==> config.mk <==
export PLATFORM = sky130hd
export DESIGN_NAME = algo_16m8d_ma_prefetch
export DESIGN_NICKNAME = d
export VERILOG_FILES = /design/src/rtl/algo_16m8d_ma_prefetch.sv
export SDC_FILE = /design/constraint.sdc
export NUM_CORES = 1
export LEC_CHECK = 0
export CORE_AREA = 2 2 124 126
export DETAILED_ROUTE_END_ITERATION = 16
export DIE_AREA = 0 0 126 128
export GPL_TIMING_DRIVEN = 0
export MAX_ROUTING_LAYER = met4
export PLACE_DENSITY = 0.66
export SETUP_SLACK_MARGIN = 0.3
export SYNTH_ARGS = -nofsm -noshare
export SYNTH_HDL_FRONTEND = slang
export SYNTH_SLANG_ARGS = --single-unit
==> constraint.sdc <==
create_clock -name clk -period 9.5 [get_ports clk]
set_input_delay 0.95 -clock clk [delete_from_list [all_inputs] [get_ports clk]]
set_output_delay 0.95 -clock clk [all_outputs]
set_load 0.005 [all_outputs]
==> src/rtl/algo_16m8d_ma_prefetch.sv <==
// algo_16m8d_ma_prefetch: per-client malloc prefetch FIFO in front of one allocator malloc port
module algo_16m8d_ma_prefetch #(
  parameter int BITADDR = 14,
  parameter int DEPTH   = 8,
  parameter int BITDPTH = 3,
  parameter int LOWMARK = 4
) (
  input  logic               clk,
  input  logic               rst,
  input  logic               alloc_ready,
  output logic               ma_write,
  input  logic               ma_bp,
  input  logic               ma_vld,
  input  logic [BITADDR-1:0] ma_adr,
  input  logic               ma_serr,
  input  logic               ma_derr,
  input  logic               cl_req,
  output logic               cl_rdy,
  output logic               cl_vld,
  output logic [BITADDR-1:0] cl_adr,
  output logic [BITDPTH:0]   fill,
  output logic [BITDPTH:0]   pend,
  output logic [7:0]         derr_cnt,
  output logic               serr_seen,
  output logic               underflow
);
  localparam int OW = BITDPTH + 2;
  localparam int FW = BITDPTH + 1;
  localparam logic [OW-1:0] DEPTH_W = OW'(DEPTH);
  localparam logic [OW-1:0] LOW_W   = OW'(LOWMARK);
  typedef enum logic {FILL, IDLE} state_t;
  state_t               state_q, state_d;
  logic [BITADDR-1:0]   mem_q [DEPTH];
  logic [BITDPTH-1:0]   wptr_q, rptr_q;
  logic [FW-1:0]        fill_q, fill_d, pend_q, pend_d;
  logic [OW-1:0]        occ, occ_nxt;
  logic [7:0]           derr_q;
  logic                 serr_q, unf_q, vld_q;
  logic [BITADDR-1:0]   adr_q;
  logic                 ret, push, drop, pop;
  // A return with nothing outstanding is ignored; stale returns never arrive since reset is shared.
  assign ret      = ma_vld & (pend_q != '0);
  assign push     = ret & ~ma_derr;
  assign drop     = ret & ma_derr;
  assign cl_rdy   = (fill_q != '0);
  assign pop      = cl_req & cl_rdy;
  assign occ      = OW'(fill_q) + OW'(pend_q);
  // rst gates the request so nothing is issued while the shared reset is held.
  assign ma_write = ~rst & (state_q == FILL) & alloc_ready & ~ma_bp & (occ < DEPTH_W);
  assign cl_vld    = vld_q;
  assign cl_adr    = adr_q;
  assign fill      = fill_q;
  assign pend      = pend_q;
  assign derr_cnt  = derr_q;
  assign serr_seen = serr_q;
  assign underflow = unf_q;
  // Next occupancy drives the refill hysteresis between LOWMARK and full.
  always_comb begin
    occ_nxt = occ + OW'(ma_write) - OW'(pop) - OW'(drop);
    state_d = occ_nxt < LOW_W ? FILL : occ_nxt == DEPTH_W ? IDLE : state_q;
    fill_d  = fill_q + FW'(push) - FW'(pop);
    pend_d  = pend_q + FW'(ma_write) - FW'(ret);
  end
  // State, pointers, counters and the registered pop output.
  always_ff @(posedge clk or posedge rst) begin
    if (rst) begin
      state_q <= FILL;
      wptr_q  <= '0;
      rptr_q  <= '0;
      fill_q  <= '0;
      pend_q  <= '0;
      derr_q  <= '0;
      serr_q  <= 1'b0;
      unf_q   <= 1'b0;
      vld_q   <= 1'b0;
      adr_q   <= '0;
    end else begin
      state_q <= state_d;
      fill_q  <= fill_d;
      pend_q  <= pend_d;
      vld_q   <= pop;
      if (push) wptr_q <= wptr_q + BITDPTH'(1);
      if (pop) rptr_q <= rptr_q + BITDPTH'(1);
      if (pop) adr_q <= mem_q[rptr_q];
      if (cl_req & ~cl_rdy) unf_q <= 1'b1;
      if (push & ma_serr) serr_q <= 1'b1;
      if (drop & (derr_q != 8'hff)) derr_q <= derr_q + 8'd1;
    end
  end
  // Address storage; contents are qualified by the pointers, so no reset is needed.
  always_ff @(posedge clk) begin
    if (push) mem_q[wptr_q] <= ma_adr;
  end
  ret_without_pend: assert property (@(posedge clk) disable iff (rst) !(ma_vld && pend_q == '0));
endmodule

-- Yosys cells after proc, flatten, opt, wreduce, memory -nomap -nowiden
Memory sizes are Yosys's and may differ from the RTL's. A register that Yosys moved wholly into a read port is not among the register bits.
Cells that the tools add are included.
Widths: inputs -> output; s select.
- bits in registers: 26
- bits in writable memories: 112
- output and inout bits: 35
- memories kept: 1
- memory list (name ; words ; width ; read ports ; clocked after Yosys merged registers in ; write ports ; RTL line ; RTL):
    mem_q ; 8 ; 14 ; 1 ; 1 ; 1 ; 33 ; logic [BITADDR-1:0] mem_q [DEPTH];
- add/subtract/negate cells: 11
- order comparisons: 2
- equality and inequality tests: 2
- muxes and demuxes: 4
- bitwise logic cells: 16
- reductions and logical operators: 3
- operators with widths (cell ; count):
    $and 1x1->1 ; 11
    $sub 5x1->5 ; 2
    $add 4x1->4 ; 2
    $add 8x1->8 const B ; 1
    $ne 8x8->1 const B ; 1
    $reduce_bool 4->1 ; 2
    $sub 4x1->4 ; 2
    $add 3x1->3 const B ; 2
    $add 4x4->5 ; 1
    $add 5x1->5 ; 1
    $eq 5x4->1 const B ; 1
    $lt 5x3->1 const B ; 1
    $lt 5x4->1 const B ; 1
    $not 1->1 ; 5
    $mux 1 ; 4
    $reduce_bool 2->1 ; 1

-- Depth between registers and ports, before layout
Gate-level depths: netlist (run 1).
- word-level depth: 11
- mapped depth: 15
- gate-level depth less buffers: 15

-- Worst setup path before layout (run 1)
OpenSTA, ideal clock, no wires.
- kind: reg-to-reg
- start point: register pend_q[0] (netlist: pend[0])
- end point: register state_q
- setup time: 0.121 ns
- arrival: 3.327 ns
- path slack: 6.052 ns
- stages on the path, launching flop included: 16
- path buffers: 0
- cell sequence: dfrtp_1 ha_1 fa_1 a21o_1 a21oi_1 ha_1 nand2_1 fa_1 ha_1 inv_1 ha_1 inv_1 fa_1 nand3b_1 mux2i_1 o22a_1
- cells in the longest elaborated chain, start to end: 8
- elaborated cells on any way between the ends: 13
- ends and longest elaborated chain (element ; RTL line ; RTL):
    start, declared ; 35 ; logic [FW-1:0] fill_q, fill_d, pend_q, pend_d;
    start signal, assigned ; 80 ; pend_q <= pend_d;
    $add 4x4->5 ; 47 ; assign occ = OW'(fill_q) + OW'(pend_q);
    $lt 5x4->1 ; 49 ; assign ma_write = ~rst & (state_q == FILL) & alloc_ready & ~ma_bp & (occ < DEPTH_W);
    $and 1x1->1 ; 49 ;
    $add 5x1->5 ; 59 ; occ_nxt = occ + OW'(ma_write) - OW'(pop) - OW'(drop);
    $sub 5x1->5 ; 59 ;
    $sub 5x1->5 (*) ; 59 ;
    $lt 5x3->1 or $eq 5x4->1 (tied branches) ; 60 ; state_d = occ_nxt < LOW_W ? FILL : occ_nxt == DEPTH_W ? IDLE : state_q;
    $mux 1 or $reduce_bool 2->1 (tied branches) ; n/a ;
    end signal, assigned ; 78 ; state_q <= state_d;
    end, declared ; 32 ; state_t state_q, state_d;
Every way passes the cells marked *; elsewhere a longest branch is shown, timed or not.
A chain may end at the register's enable or synchronous reset.

-- Final worst setup path (run 1)
- start point: input port cl_req
- end point: register state_q
- cells in the longest elaborated chain, start to end: 5
- elaborated cells on any way between the ends: 7
- ends and longest elaborated chain (element ; RTL line ; RTL):
    start, declared ; 17 ; input logic cl_req,
    $and 1x1->1 (*) ; 46 ; assign pop = cl_req & cl_rdy;
    via pop ; 40 ; logic ret, push, drop, pop;
    $sub 5x1->5 (*) (2 in a row) ; 59 ;
    $lt 5x3->1 or $eq 5x4->1 (tied branches) ; 60 ;
    $mux 1 or $reduce_bool 2->1 (tied branches) ; n/a ;
The timed path passes the listed nets; every way through them passes the cells marked *.

==> out/summary.log, run 1 <==
qor: status.outcome finished, final reports clean
qor: critical_path.cpPeakStageDelay 0.74 ns
qor: route.drt-wirelength-per-cell 18.5 µm
qor: logic_synthesis.synth.net_count 485
qor: run.drv.max_cap_violation_count 0
qor: clocking.clockBufferDepth 2
qor: route.total_routed_wirelength 13,400 µm
qor: critical_path.worst_path_arrival 4.43 ns
qor: clocking.clock_tree.htree_level_count 4
qor: clocking.post-cts-setup-buffers 0
qor: critical_path.end_kind register
qor: power_and_ir_drop.combinational_share_of_power 40.9%
qor: clocking.tritoncts_clock_tree done
qor: placed_design.post-place-cells 689
qor: logic_synthesis.post_synth.cell_area_avg 15.1 µm²
qor: power_and_ir_drop.p_int 1.70 mW
qor: global_route.grt_max_degree 24
qor: sta.worst_slack_setup_final 5.43 ns
qor: critical_path.worst-path-max-fanout 12
qor: sta.worst_margin_slew 0.976 ns
qor: global_route.grt_pass1_wl 21,000 µm
qor: clocking.clk_pin_slew_worst_paths 0.06 ns
qor: route.via_count 3,721
qor: finish.flow.area_growth_from_synthesis 22.5%
qor: critical_path.r2r_end state_q
qor: power_and_ir_drop.pwr_cell_area 322 nW/µm²
qor: power_and_ir_drop.design_power_total 2.59 mW
qor: logic_synthesis.synth.ff_latch_count 152
qor: global_route.grt-ovfl-total 0
qor: critical_path.critical_path_buf_inv_count 5
qor: power_and_ir_drop.total_leakage_power 3.18 nW
qor: critical_path.timing.rr.start fill[2]
qor: logic_synthesis.yosysWarnings 0
qor: sta.fin_hold_ws 0.452 ns
qor: critical_path.ws_path_type in -> reg
qor: route.drc_violation_count_after_routing 0
qor: global_route.globalRouteTotalUtil 18.2%
qor: min_path.start_point_of_the_worst_min_delay_path underflow
qor: clocking.clock_insertion_delay_worst_skew 0.42 ns
qor: clocking.holdBufCountCts 0
qor: floorplanning.io_pins 57
qor: sta.final-setup-viol-count 0
qor: power_and_ir_drop.power.net_switching 897 µW
qor: global_route.initial_antenna_violation_count 0
qor: critical_path.timing.critical_path.from_type input port
qor: placed_design.final_weighted_congestion_in_routability_driven_placement 0.751
qor: clocking.tritoncts_buffers 17
qor: critical_path.worst_path_max_delay_cell sky130_fd_sc_hd__clkbuf_1
qor: placed_design.detailed_place_hpwl 9140 µm
qor: critical_path.crit_path_cell_trace clkdlybuf4s50_1, nor2b_1, buf_2, clkbuf_1, fa_1, inv_1, ha_1, ha_1, inv_1, fa_1, nand3b_1, mux2i_1, o22a_1
qor: logic_synthesis.postSynth.topFlopCell sky130_fd_sc_hd__edfxtp_1
qor: logic_synthesis.synth-edff-count 112
qor: global_route.vias_in_the_first_global_route 3,959
qor: placed_design.pre_cts_slack 5.04 ns
qor: logic_synthesis.postSynth.asyncResetShare 26.3%
qor: route.drt_first_iter_violations 221
qor: route.route.antenna.remaining_nets 0
qor: floorplanning.die_h 128 µm
qor: power_and_ir_drop.proportion_of_power_drawn_by_flip_flops_and_latches 36.1%
qor: finish.nFillCells 1,249
qor: floorplanning.rows 45
qor: floorplanning.core-area 14,900 µm²
qor: logic_synthesis.post_synth_num_cell_types 43
qor: logic_synthesis.cell_count_after_synthesis 435
qor: sta.slew-limit-headroom 34.9%
qor: clocking.clock-root-buffer sky130_fd_sc_hd__clkbuf_16
qor: critical_path.cp_top_family buffers and inverters
qor: critical_path.cp_data_required_time 9.86 ns
qor: sta.final_min_period_over_clock_period 42.8%
qor: floorplanning.die-area 16,100 µm²
qor: sta.maxSlewViolCount 0
qor: route.number_of_vias_per_cell_after_detailed_routing 5.16
qor: finish.post_route_cells_drive_above_1_share 14.6%
qor: power_and_ir_drop.vdd.ir_drop.worst 0.181 mV
qor: sta.clock.fmax 246 MHz
qor: min_path.min-delay-path-class reg -> reg
qor: power_and_ir_drop.share_clk_of_total_power 23.0%
qor: route.drt_pass1_iterations 4
qor: sta.worst_clock_skew 0.00737 ns
qor: floorplanning.floorplan.initialDensity 44.2%
qor: finish.final_net_count 570
qor: min_path.timing.hold.worst_endpoint underflow
qor: logic_synthesis.synthesis.area 6580 µm²
qor: critical_path.regToRegSetupSlack 5.66 ns
qor: sta.totalNegativeSetupSlack 0 ns
qor: finish.n_antenna_cell 0
qor: placed_design.io_buffer_count 56
qor: clocking.clkSinkCount 152
qor: critical_path.timing.reg2reg.worst_path_depth 15
qor: power_and_ir_drop.sw_frac_of_total 34.6%
qor: sta.report.final.hold_viol_count 0
qor: sta.post-route-min-period 4.07 ns
qor: finish.final_cells 721
qor: sta.rsz0062_at_grt false
qor: logic_synthesis.synth.yosys.seq_area_share 66.4%
qor: clocking.cts-resized-gates 0
qor: floorplanning.die_width 126 µm
qor: min_path.min_delay_path_depth 1
==> layout by cell type (no fill, tap or decap), types with 4 or more instances in the layout <==
cell,count
sky130_fd_sc_hd__buf_2,7
sky130_fd_sc_hd__fa_1,5
sky130_fd_sc_hd__a21oi_1,7
sky130_fd_sc_hd__nand3_1,16
sky130_fd_sc_hd__ha_1,23
sky130_fd_sc_hd__nor2_2,6
sky130_fd_sc_hd__o21ai_1,14
sky130_fd_sc_hd__nand2_1,12
sky130_fd_sc_hd__a22oi_1,28
sky130_fd_sc_hd__dfrtp_1,40
sky130_fd_sc_hd__buf_6,7
sky130_fd_sc_hd__clkdlybuf4s50_1,56
sky130_fd_sc_hd__xor2_1,9
sky130_fd_sc_hd__a21o_1,7
sky130_fd_sc_hd__buf_4,4
sky130_fd_sc_hd__clkinv_4,5
sky130_fd_sc_hd__xnor2_1,5
sky130_fd_sc_hd__inv_1,38
sky130_fd_sc_hd__clkbuf_16,17
sky130_fd_sc_hd__mux2i_1,59
sky130_fd_sc_hd__edfxtp_1,112
sky130_fd_sc_hd__nor3_2,5
sky130_fd_sc_hd__clkbuf_1,4
==> cell usage after synthesis (all sizes together) (7+ instances only) <==
master	n	share of area (%)
buf	13	1.6
ha	23	4.4
nand2	13	0.78
nand3	16	1.2
xor2	9	1.2
o21ai	14	1.1
mux2i	59	9.0
inv	40	2.3
a21o	7	0.80
edfxtp	112	51
dfrtp	40	15
a22oi	28	3.2
nor2	9	0.67
a21oi	7	0.53
==> power groups by stage <==
stage               Clock (mW)  Sequential [mW]  Combinational (mW)
floorplan                    0            0.930               0.713
global placement             0            0.942                1.01
detailed placement           0            0.950                1.07
CTS                      0.610            0.937                1.08
global route             0.638            0.954                1.18
finish                   0.598            0.935                1.06
==> how the worst max path moves through the flow <==
stage | start | to | slack (ns) | cells past startpoint
CTS | cl_req | state_q | 5.48 | 13
global route | cl_req | state_q | 5.30 | 13
detailed placement | cl_req | state_q | 5.04 | 13
global placement | ma_vld | mem_q[0][0] | 4.48 | 4
finish | cl_req | state_q | 5.43 | 13
floorplan | pend[0] | state_q | 6.05 | 15
==> logic make-up after synthesis <==
logic type / share of synthesized area, %
AOI/OAI and AO/OA: 6.01
xor gates and xnor gates: 1.86
adders and majority gates: 5.90
buffers and inverters: 4.15
DFF: 66.4
muxes: 10.2
and+or+nand+nor: 5.52
==> per-layer routing <==
layer  wire length (µm)  GRT usage, %
met5                  0             -
met4                178          7.63
met3                413          3.63
met2               7110          31.2
met1               5660          21.0
==> flip-flops by register name, summed over array words and instances (netlist names) <==
| register | flops |
|---|---|
| state_q | 1 |
| fill | 4 |
| underflow | 1 |
| mem_q | 112 |
| rptr_q | 3 |
| cl_vld | 1 |
| wptr_q | 3 |
| serr_seen | 1 |
| cl_adr | 14 |
| pend | 4 |
| derr_cnt | 8 |
==> metrics by stage <==
| stage | utilization [%] | area, µm² |
|---|---|---|
| finish | 54.2 | 8060 |
| global route | 54.2 | 8060 |
| CTS | 54.2 | 8060 |
| detailed placement | 50.6 | 7520 |
| global placement | 49.6 | 7370 |
| floorplan | - | 6580 |
==> final cells by class <==
type,count,area [µm²],share of cell area [%]
Multi-Input combinational cell,226,1970,24.4
Clock inverter,14,103,1.27
Inverter,41,154,1.91
Tap cell,188,235,2.92
Sequential cell,152,4360,54.2
Timing Repair Buffer,66,682,8.47
Buffer,16,119,1.48
Clock buffer,18,429,5.33
(Power assumes the default switching activity.)
==> run 2: changes to the inputs <==
- PLACE_DENSITY: 0.66 -> 0.69
- clock period: 9.5 -> 3.5 ns (I/O delays scaled with it)
==> run 2 against run 1 <==
  * Flip-flop and latch count unchanged
  * Setup slack got worse by 5.4 ns
  * Combinational power increased to 3.0 times the previous value
  * Clock skew down 0.00084 ns
  * Clock power increased to 3.1 times the previous value
  * Critical path depth increased by 2
  * Sequential share of layout area is 1.3 points lower
  * Die area unchanged
  * First-iteration DRC count down 16%
  * Cell count grew 0.97%
  * Largest power group unchanged
  * Highest routed layer unchanged
==> out/summary.log, run 2 (synthesized netlist as in run 1, its figures left out) <==
qor: status.outcome finished, final reports clean
qor: critical_path.worst-path-max-fanout 3 [-9]
qor: critical_path.worst_path_max_delay_cell sky130_fd_sc_hd__fa_2
qor: sta.final-setup-viol-count 0 [unchanged]
qor: critical_path.cp_data_required_time 3.81 ns [-6.05 ns]
qor: floorplanning.core-area 14,900 µm² [unchanged]
qor: critical_path.end_kind register
qor: finish.final_net_count 577 [+1.2%]
qor: sta.maxSlewViolCount 0 [unchanged]
qor: finish.post_route_cells_drive_above_1_share 19.4% [+4.8 points]
qor: clocking.clockBufferDepth 2 [unchanged]
qor: route.drc_violation_count_after_routing 0 [unchanged]
qor: clocking.clkSinkCount 152 [unchanged]
qor: critical_path.regToRegSetupSlack 0.06 ns [-5.60 ns]
qor: run.drv.max_cap_violation_count 0 [unchanged]
qor: placed_design.detailed_place_hpwl 8790 µm [-3.8%]
qor: critical_path.ws_path_type reg -> reg
qor: finish.most_used_cells_in_the_layout_excluding_fill_and_tap_cells sky130_fd_sc_hd__edfxtp_1 (112), sky130_fd_sc_hd__mux2i_1 (59), sky130_fd_sc_hd__clkdlybuf4s50_1 (56), sky130_fd_sc_hd__dfrtp_1 (36), sky130_fd_sc_hd__inv_1 (35)
qor: clocking.tritoncts_clock_tree done
qor: finish.n_antenna_cell 0 [unchanged]
qor: clocking.tritoncts_buffers 17 [unchanged]
qor: route.route.antenna.remaining_nets 0 [unchanged]
qor: power_and_ir_drop.pwr_cell_area 922 nW/µm² [+190%]
qor: clocking.clock_insertion_delay_worst_skew 0.42 ns [about the same]
qor: sta.report.final.hold_viol_count 0 [unchanged]
qor: critical_path.timing.reg2reg.worst_path_depth 15 [unchanged]
qor: route.wl_met3 576 µm [+39%]
qor: sta.slew-limit-headroom 36.2% [+1.3 points]
qor: sta.post-route-min-period 3.44 ns
qor: finish.largest_register_ffs 112 [unchanged]
qor: critical_path.r2r_end state_q
qor: global_route.initial_antenna_violation_count 0 [unchanged]
qor: finish.flow.area_growth_from_synthesis 25.7%
qor: clocking.clock-root-buffer sky130_fd_sc_hd__clkbuf_16
qor: power_and_ir_drop.design_power_total 7.62 mW [+190%]
qor: power_and_ir_drop.total_leakage_power 3.24 nW [+2.0%]
qor: route.drt_first_iter_violations 186 [-16%]
qor: route.via_count 3,806 [+2.3%]
qor: route.detail_route.wirelength.met1 5680 µm [+0.32%]
qor: critical_path.cp_top_family adder cells
qor: finish.utilization 55.6% [+1.4 points]
qor: power_and_ir_drop.vdd.ir_drop.worst 0.933 mV [+420%]
qor: sta.fin_hold_ws 0.178 ns [-0.274 ns]
qor: global_route.grt-ovfl-total 0 [unchanged]
qor: critical_path.cpPeakStageDelay 0.55 ns [-0.19 ns]
qor: clocking.clock_tree.htree_level_count 4 [unchanged]
qor: critical_path.worst_path_arrival 3.74 ns [-0.69 ns]
qor: clocking.clk_pin_slew_worst_paths 0.06 ns [about the same]
qor: floorplanning.floorplan.initialDensity 44.2% [unchanged]
qor: global_route.grt_pass1_wl 20,900 µm [-0.46%]
qor: finish.final_common_cell sky130_fd_sc_hd__edfxtp_1
qor: floorplanning.die-area 16,100 µm² [unchanged]
qor: route.drt-wirelength-per-cell 18.6 µm [+0.31%]
qor: critical_path.timing.rr.start pend[1]
qor: route.number_of_vias_per_cell_after_detailed_routing 5.23 [+1.3%]
qor: sta.clock.fmax 291 MHz
qor: global_route.vias_in_the_first_global_route 3,988 [+0.73%]
qor: min_path.min-delay-path-class in -> async
qor: route.total_routed_wirelength 13,500 µm [+1.3%]
qor: route.met2RoutedLength 7120 µm [+0.14%]
qor: global_route.grt_max_degree 35 [+46%]
qor: critical_path.crit_path_cell_trace buf_6, fa_2, a21o_1, a21oi_2, ha_2, nand2_2, fa_2, inv_2, ha_4, ha_4, inv_2, fa_1, nand3b_1, mux2i_1, o22a_1
qor: floorplanning.io_pins 57 [unchanged]
qor: sta.worst_clock_skew 0.00654 ns [-0.000835 ns]
qor: sta.final_min_period_over_clock_period 98.1%
qor: route.top_layer met4
qor: critical_path.timing.critical_path.from_type register
qor: finish.registers.top_by_ff_count mem_q
qor: floorplanning.rows 45 [unchanged]
qor: sta.rsz0062_at_grt true
qor: global_route.globalRouteTotalUtil 17.8% [-0.36 points]
qor: route.drt_pass1_iterations 4 [unchanged]
qor: sta.worst_margin_slew 0.956 ns [-0.0202 ns]
qor: placed_design.final_weighted_congestion_in_routability_driven_placement 0.768 [+2.3%]
qor: floorplanning.die_width 126 µm [unchanged]
qor: placed_design.io_buffer_count 56 [unchanged]
qor: critical_path.critical_path_buf_inv_count 3 [-2]
qor: floorplanning.die_h 128 µm [unchanged]
qor: finish.nFillCells 1,225 [-1.9%]
-- run 2: how the worst max path moves through the flow --
stage | from | to | depth (start not counted)
final | pend[1] | state_q | 15
after global routing | pend[1] | state_q | 15
after CTS | pend[0] | state_q | 15
after detailed placement | cl_req | state_q | 13
after global placement | ma_vld | mem_q[0][1] | 4
after floorplan | pend[0] | state_q | 15
-- run 2: what timing repair did --
item	4_1_cts	5_1_grt
setup endpoints to repair	1	1
setup buffers	7	3
gates resized for setup	5	9
hold buffers	0	0
pin swaps	4	14
-- run 2: layout make-up --
class,count,area (µm²),area share [%]
Sequential cell,152,4370,52.9
Clock buffer,19,443,5.36
Timing Repair Buffer,73,719,8.71
Inverter,41,154,1.86
Clock inverter,13,169,2.04
Buffer,16,123,1.48
Tap cell,188,235,2.85
Multi-Input combinational cell,226,2050,24.8
-- run 2: metal layers --
layer | up-vias | GRT usage (%)
met1 | 1936 | 21.1
met4 | 0 | 6.33
met5 | - | -
li1 | 1779 | -
met3 | 12 | 4.26
met2 | 79 | 29.9
-- run 2: where the power goes --
part           internal, mW  total, mW  switching (mW)
logic                  1.63       3.23            1.60
clock network          1.15       1.88           0.729
registers              2.28       2.51           0.235
total                  5.06       7.62            2.56
-- run 2: per-stage QoR --
step	setup slack, ns	setup TNS, ns	std cells	instance area, µm²
after floorplan	0.118	0	435	6600
after global placement	-0.730	-15.15	679	7390
after detailed placement	-0.356	-0.356	686	7500
after CTS	0.0565	0	725	8190
after global routing	-0.0532	-0.0532	728	8260
final	0.0649	0	728	8260
==> run 3: changes to the inputs <==
- ABC_CLOCK_PERIOD_IN_PS: default -> 3500
- TNS_END_PERCENT: default -> 10
==> results of run 3 <==
Final layout, timing and power as in run 2 (identical DEF).
